[config.mk]
export PLATFORM = sky130hd
export DESIGN_NAME = async_reset_shift_reg
export DESIGN_NICKNAME = d
export VERILOG_FILES = /design/src/rtl/async_reset_shift_reg_pkg.sv /design/src/rtl/async_reset_shift_reg_stage.sv /design/src/rtl/async_reset_shift_reg.sv
export SDC_FILE = /design/constraint.sdc
export NUM_CORES = 1
export LEC_CHECK = 0
export BUFFER_PORTS_ARGS = -buffer_cell sky130_fd_sc_hd__clkbuf_2
export CORE_AREA = 2 2 39 41
export DETAILED_ROUTE_END_ITERATION = 10
export DIE_AREA = 0 0 41 43
export PLACE_DENSITY = 0.36
export SYNTH_ARGS = -nofsm -noshare
export SYNTH_HDL_FRONTEND = slang
export SYNTH_HIERARCHICAL = 1
export SYNTH_SLANG_ARGS = --single-unit
[constraint.sdc]
create_clock -name clk -period 1.6 [get_ports clk]
set_clock_uncertainty 0.2 [all_clocks]
set_input_delay 0.08 -clock clk [delete_from_list [all_inputs] [get_ports clk]]
set_output_delay 0.08 -clock clk [all_outputs]
set_load 0.02 [all_outputs]
[src/rtl/async_reset_shift_reg_pkg.sv]
// Shared helpers for the async-reset shift register: counter widths and default reset value.
package async_reset_pkg;

  localparam logic DEFAULT_RESET_BIT = 1'b0;

  // Width of a counter that must hold 0..n inclusive.
  function automatic int cnt_w(input int n);
    return $clog2(n + 1);
  endfunction

endpackage

[src/rtl/async_reset_shift_reg_stage.sv]
// One WIDTH-bit register stage with asynchronous reset, synchronous clear and enable.
module async_reset_stage
  import async_reset_pkg::*;
#(
  parameter int               WIDTH       = 1,
  parameter logic [WIDTH-1:0] RESET_VALUE = {WIDTH{DEFAULT_RESET_BIT}}
) (
  input  logic             clk,
  input  logic             rst,
  input  logic             en,
  input  logic             clr,
  input  logic [WIDTH-1:0] d,
  output logic [WIDTH-1:0] q
);

  logic [WIDTH-1:0] data_q;

  // Stage register: clear has priority over enable.
  always_ff @(posedge clk or posedge rst) begin
    if (rst) begin
      data_q <= RESET_VALUE;
    end else if (clr) begin
      data_q <= RESET_VALUE;
    end else if (en) begin
      data_q <= d;
    end else begin
      data_q <= data_q;
    end
  end

  assign q = data_q;

endmodule

[src/rtl/async_reset_shift_reg.sv]
// DEPTH-stage async-reset pipeline with fill tracking (q_valid).
// Optional settle detector (q_stable) enabled by defining ASYNC_RESET_SHIFT_REG_STABLE_EN.
module async_reset_shift_reg
  import async_reset_pkg::*;
#(
  parameter int               WIDTH       = 1,
  parameter int               DEPTH       = 3,
  parameter logic [WIDTH-1:0] RESET_VALUE = {WIDTH{DEFAULT_RESET_BIT}}
`ifdef ASYNC_RESET_SHIFT_REG_STABLE_EN
  ,
  parameter int               STABLE_CNT  = 4
`endif
) (
  input  logic             clk,
  input  logic             rst,
  input  logic             en,
  input  logic             sync_clr,
  input  logic [WIDTH-1:0] d,
  output logic [WIDTH-1:0] q,
  output logic             q_valid
`ifdef ASYNC_RESET_SHIFT_REG_STABLE_EN
  ,
  output logic             q_stable
`endif
);

  localparam int              FILL_W   = cnt_w(DEPTH);
  localparam logic [FILL_W-1:0] FILL_MAX = FILL_W'(DEPTH);

  logic [WIDTH-1:0] stage_in_s  [DEPTH];
  logic [WIDTH-1:0] stage_out_s [DEPTH];

  logic [FILL_W-1:0] fill_cnt_q;
  logic [FILL_W-1:0] fill_cnt_d;
  logic              valid_q;

  for (genvar i = 0; i < DEPTH; i++) begin : g_stage
    if (i == 0) begin : g_head
      assign stage_in_s[i] = d;
    end else begin : g_link
      assign stage_in_s[i] = stage_out_s[i-1];
    end

    async_reset_stage #(
      .WIDTH       (WIDTH),
      .RESET_VALUE (RESET_VALUE)
    ) u_stage (
      .clk (clk),
      .rst (rst),
      .en  (en),
      .clr (sync_clr),
      .d   (stage_in_s[i]),
      .q   (stage_out_s[i])
    );
  end

  assign q = stage_out_s[DEPTH-1];

  // Fill counter next state: saturates at DEPTH so q_valid never drops while shifting.
  always_comb begin
    fill_cnt_d = fill_cnt_q;
    if (sync_clr) begin
      fill_cnt_d = '0;
    end else if (en && (fill_cnt_q != FILL_MAX)) begin
      fill_cnt_d = fill_cnt_q + FILL_W'(1);
    end else begin
      fill_cnt_d = fill_cnt_q;
    end
  end

  // Fill counter and registered valid flag, updated on the same edge.
  always_ff @(posedge clk or posedge rst) begin
    if (rst) begin
      fill_cnt_q <= '0;
      valid_q    <= 1'b0;
    end else begin
      fill_cnt_q <= fill_cnt_d;
      valid_q    <= (fill_cnt_d == FILL_MAX);
    end
  end

  assign q_valid = valid_q;

`ifdef ASYNC_RESET_SHIFT_REG_STABLE_EN
  localparam int              STAB_W   = cnt_w(STABLE_CNT);
  localparam logic [STAB_W-1:0] STAB_MAX = STAB_W'(STABLE_CNT);

  logic [STAB_W-1:0] stab_cnt_q;
  logic [STAB_W-1:0] stab_cnt_d;
  logic              stable_q;

  // stage_in_s[DEPTH-1] is the value q takes on the coming enabled edge.
  always_comb begin
    stab_cnt_d = stab_cnt_q;
    if (sync_clr) begin
      stab_cnt_d = '0;
    end else if (en) begin
      if (stage_in_s[DEPTH-1] != q) begin
        stab_cnt_d = '0;
      end else if (stab_cnt_q != STAB_MAX) begin
        stab_cnt_d = stab_cnt_q + STAB_W'(1);
      end else begin
        stab_cnt_d = stab_cnt_q;
      end
    end else begin
      stab_cnt_d = stab_cnt_q;
    end
  end

  // Stability counter and registered q_stable flag.
  always_ff @(posedge clk or posedge rst) begin
    if (rst) begin
      stab_cnt_q <= '0;
      stable_q   <= 1'b0;
    end else begin
      stab_cnt_q <= stab_cnt_d;
      stable_q   <= (fill_cnt_d == FILL_MAX) && (stab_cnt_d == STAB_MAX);
    end
  end

  assign q_stable = stable_q;
`endif

endmodule

==> flow_summary.rst <==
.. list-table::
   :header-rows: 1

   * - Metric
     - Value
   * - Result of the run
     - finished clean
   * - Worst r2r dst
     - g_stage[0].u_stage/q
   * - Cells on worst reg2reg path
     - 3
   * - Overall die area
     - ~0.0018 mm^2
   * - Min-delay worst type
     - in -> async
   * - Most frequent cells after synthesis
     - dfrtp_1 (6), nor2_1 (6), inv_1 (4), mux2i_1 (4)
   * - Multiplexer fraction of the synthesized cell area
     - about 14%
   * - Post-Synthesis Cell Area
     - 279.0 um^2
   * - Crit path launch type
     - primary input
   * - Routed wire length
     - approximately 470 um
   * - Path type of the worst setup path
     - in -> reg
   * - Smallest setup slack after layout
     - about 0.15 ns
   * - Post-Synth Adder-Cell Area
     - 4.484%
   * - Count of unresolved DRC violations after routing
     - 0
   * - Peak VDD IR
     - about 0.35 mV
   * - Clock slew at reported path FFs
     - around 0.050 ns
   * - Async SR Flop Fraction
     - between 90% and 100%
   * - Placeable core region
     - 0.001384 mm^2
   * - Starting utilization of the core area
     - between 20% and 30%
   * - First-pass GRT wire length
     - approximately 900 um
   * - Standby leakage power
     - between 0.2 and 0.25 nW
   * - Reg-to-reg slack, setup
     - roughly 0.17 ns
   * - Antenna violations before repair
     - 0
   * - Per-instance average area after synthesis
     - 11.16 um^2
   * - H-Tree Level Count
     - 1
   * - Ant. Diodes
     - 0
   * - Number of maximum-capacitance violations
     - 0
   * - Via density per instance
     - 3.849
   * - Setup repair after global routing missed its margin
     - no
   * - Number of vias in the routed layout
     - 204
   * - Boundary Pins
     - 7
   * - Yosys top cell area share
     - between 50% and 60%
   * - Count of input and output buffers
     - 6
   * - Number of flip-flops and latches in the synthesized netlist
     - 6
   * - Post-route setup TNS
     - 0 ns
   * - Highest Clock Rate
     - a little under 700 MHz
   * - Max Fanout on Critical Path
     - 6
   * - Dominant combinational cell family by area after synthesis
     - simple AND/OR/NAND/NOR gates
   * - Post-synthesis net count
     - 31
   * - Drt pass-1 iters
     - 4
   * - Setup Fix Bufs, Post-CTS
     - 0
   * - Wire length per cell after detailed routing
     - 8.906 um
   * - Detailed Route Iter0 Violations
     - 5
   * - Synth top area cells
     - dfrtp_1 (54%), mux2i_1 (14%), nor2_1 (8.1%)
   * - Buffer type at the clock tree root
     - clkbuf_4
   * - Pwr/cell area
     - ~940 mW/mm^2
   * - Fill cells
     - between 100 and 150
   * - Compound-cell area share of the yosys netlist
     - approximately 2.2%
   * - Pins over their slew limit
     - 0
   * - Final hold violations
     - 0
   * - Top_reg_cell synth
     - dfrtp_1
   * - Tightest slew margin relative to the limit
     - 85.18%
   * - Cell type contributing the most total cell area after synthesis
     - dfrtp_1
   * - Simple-gate portion of the synthesized area
     - roughly 17%
   * - Share of layout cells above drive strength 1
     - about 27%
   * - Slew at the pin closest to its max-slew limit
     - ~0.22 ns
   * - Instance count of the mapped netlist
     - 25
   * - Count of antenna-violating nets left after detailed routing
     - 0
   * - Reg-to-Reg Start
     - g_stage[0].u_stage/q
   * - Routability cong.
     - 0.6193
   * - Rows
     - 14
   * - Signed area change from the synthesized netlist to the final layout
     - 36.77%
   * - Clock buffer depth
     - 2
   * - Setup Viol. Count Final
     - 0
   * - Maximum number of pins on one net before global-route repair
     - 7
   * - Clock tree from TritonCTS
     - yes
   * - Vias in the first global route
     - between 200 and 250
   * - Clock latency on the worst-skew pair
     - ~0.24 ns
   * - Arrival time at the worst endpoint
     - roughly 1.4 ns
   * - Seq/Total Area, Yosys
     - between 50% and 60%
   * - Post-synth EDFFs
     - 0
   * - Global route total overflow
     - 0
   * - Worst Hold Slack
     - between 0.04 and 0.05 ns
   * - Die width
     - 41 um
   * - Number of clock sinks
     - 6
   * - Nets
     - between 40 and 50
   * - Number of buffers created by CTS
     - 3
   * - Chip Height
     - between 40 and 50 um
   * - Total Routing Usage GR
     - under 10%
   * - Min Clock Period, post-route
     - between 1 and 1.5 ns
   * - Count of distinct cell types in the synthesized netlist
     - 9
   * - Total of warnings raised by yosys
     - 6
   * - Required time at the endpoint of the critical path
     - 1.52 ns
   * - Share of the synthesized netlist area taken by xor and xnor gates
     - between 3 and 4%
   * - Fraction of the cycle the final worst path needs
     - about nine tenths
   * - Post-Place Worst Slack
     - around 0.19 ns
   * - Sort of element at the end of the critical path
     - flop
[critical path, stage by stage]
cell and delay, ns:
dlygate4sd3_1 0.53, clkbuf_2 0.16, nor2_1 0.06, dlygate4sd3_1 0.54
[worst max-delay path by stage]
stage	from	slack, ns	cells after the start	endpoint
floorplan	fill_cnt_q[0]	0.27	4	q_valid
global placement	fill_cnt_q[0]	0.26	4	q_valid
detailed placement	fill_cnt_q[0]	0.19	4	q_valid
CTS	sync_clr	0.16	4	g_stage[0].u_stage/q
global route	fill_cnt_q[0]	0.08	4	q_valid
finish	sync_clr	0.15	4	g_stage[0].u_stage/q
[cells by family after synthesis]
family	count (synthesis)
AND/OR/NAND/NOR	8
flip-flops	6
buffers and inverters	4
multiplexers	4
AO/OA/AOI/OAI	1
XOR/XNOR	1
adder cells (fa/ha/maj)	1
[layout by cell type, fill, tap and decap left out]
master	synthesis	final
mux2i_1	4	4
xor2_1	1	1
ha_1	1	1
a31oi_1	1	1
nor4bb_1	1	1
dfrtp_1	6	6
clkbuf_4	0	3
dlygate4sd3_1	0	3
nor2_1	6	6
nand2b_4	1	1
clkbuf_2	0	6
inv_1	4	4
[power by group]
| part | internal, mW | switching [mW] |
|---|---|---|
| registers | 0.162 | 0.00701 |
| logic | 0.0275 | 0.0267 |
| clock network | 0.0845 | 0.0493 |
| total | 0.274 | 0.0830 |
[state kept, by name, summed over array words and instances (netlist names)]
signal	flops
g_stage.u_stage/q	3
fill_cnt_q	2
q_valid	1
[repair_timing]
action                                 in CTS  in global routing
gates resized for setup                     0                  0
endpoints found under the hold margin      12                  0
hold buffers                                3                  0
[per-stage QoR]
stage	std cells	utilization, %	instance area [um^2]	power [mW]
4_1_cts	53	27.58	381.6	0.3641
3_3_place_gp	47	23.78	329.1	0.2173
5_1_grt	53	27.58	381.6	0.3837
6_report	53	27.58	381.6	0.3570
2_1_floorplan	25	-	279.0	0.2017
3_5_place_dp	47	23.78	329.1	0.2197
[metal layers]
layer	global-route usage (%)	share of wire, %	vias up
li1	-	-	106
met1	8.882	44	95
met2	11.56	50	3
met3	1.571	5.7	0
met4	8.000	0	0
met5	0	0	-
[cell type report]
| cell class | count | area (um^2) | area share, % |
|---|---|---|---|
| Clock buffer | 3 | 22.52 | 5.902 |
| Inverter | 4 | 15.01 | 3.934 |
| Multi-Input combinational cell | 15 | 113.9 | 29.84 |
| Sequential cell | 6 | 150.1 | 39.34 |
| Tap cell | 16 | 20.02 | 5.246 |
| Timing Repair Buffer | 9 | 60.06 | 15.74 |
Note: power is estimated with default switching activity, not from simulation.
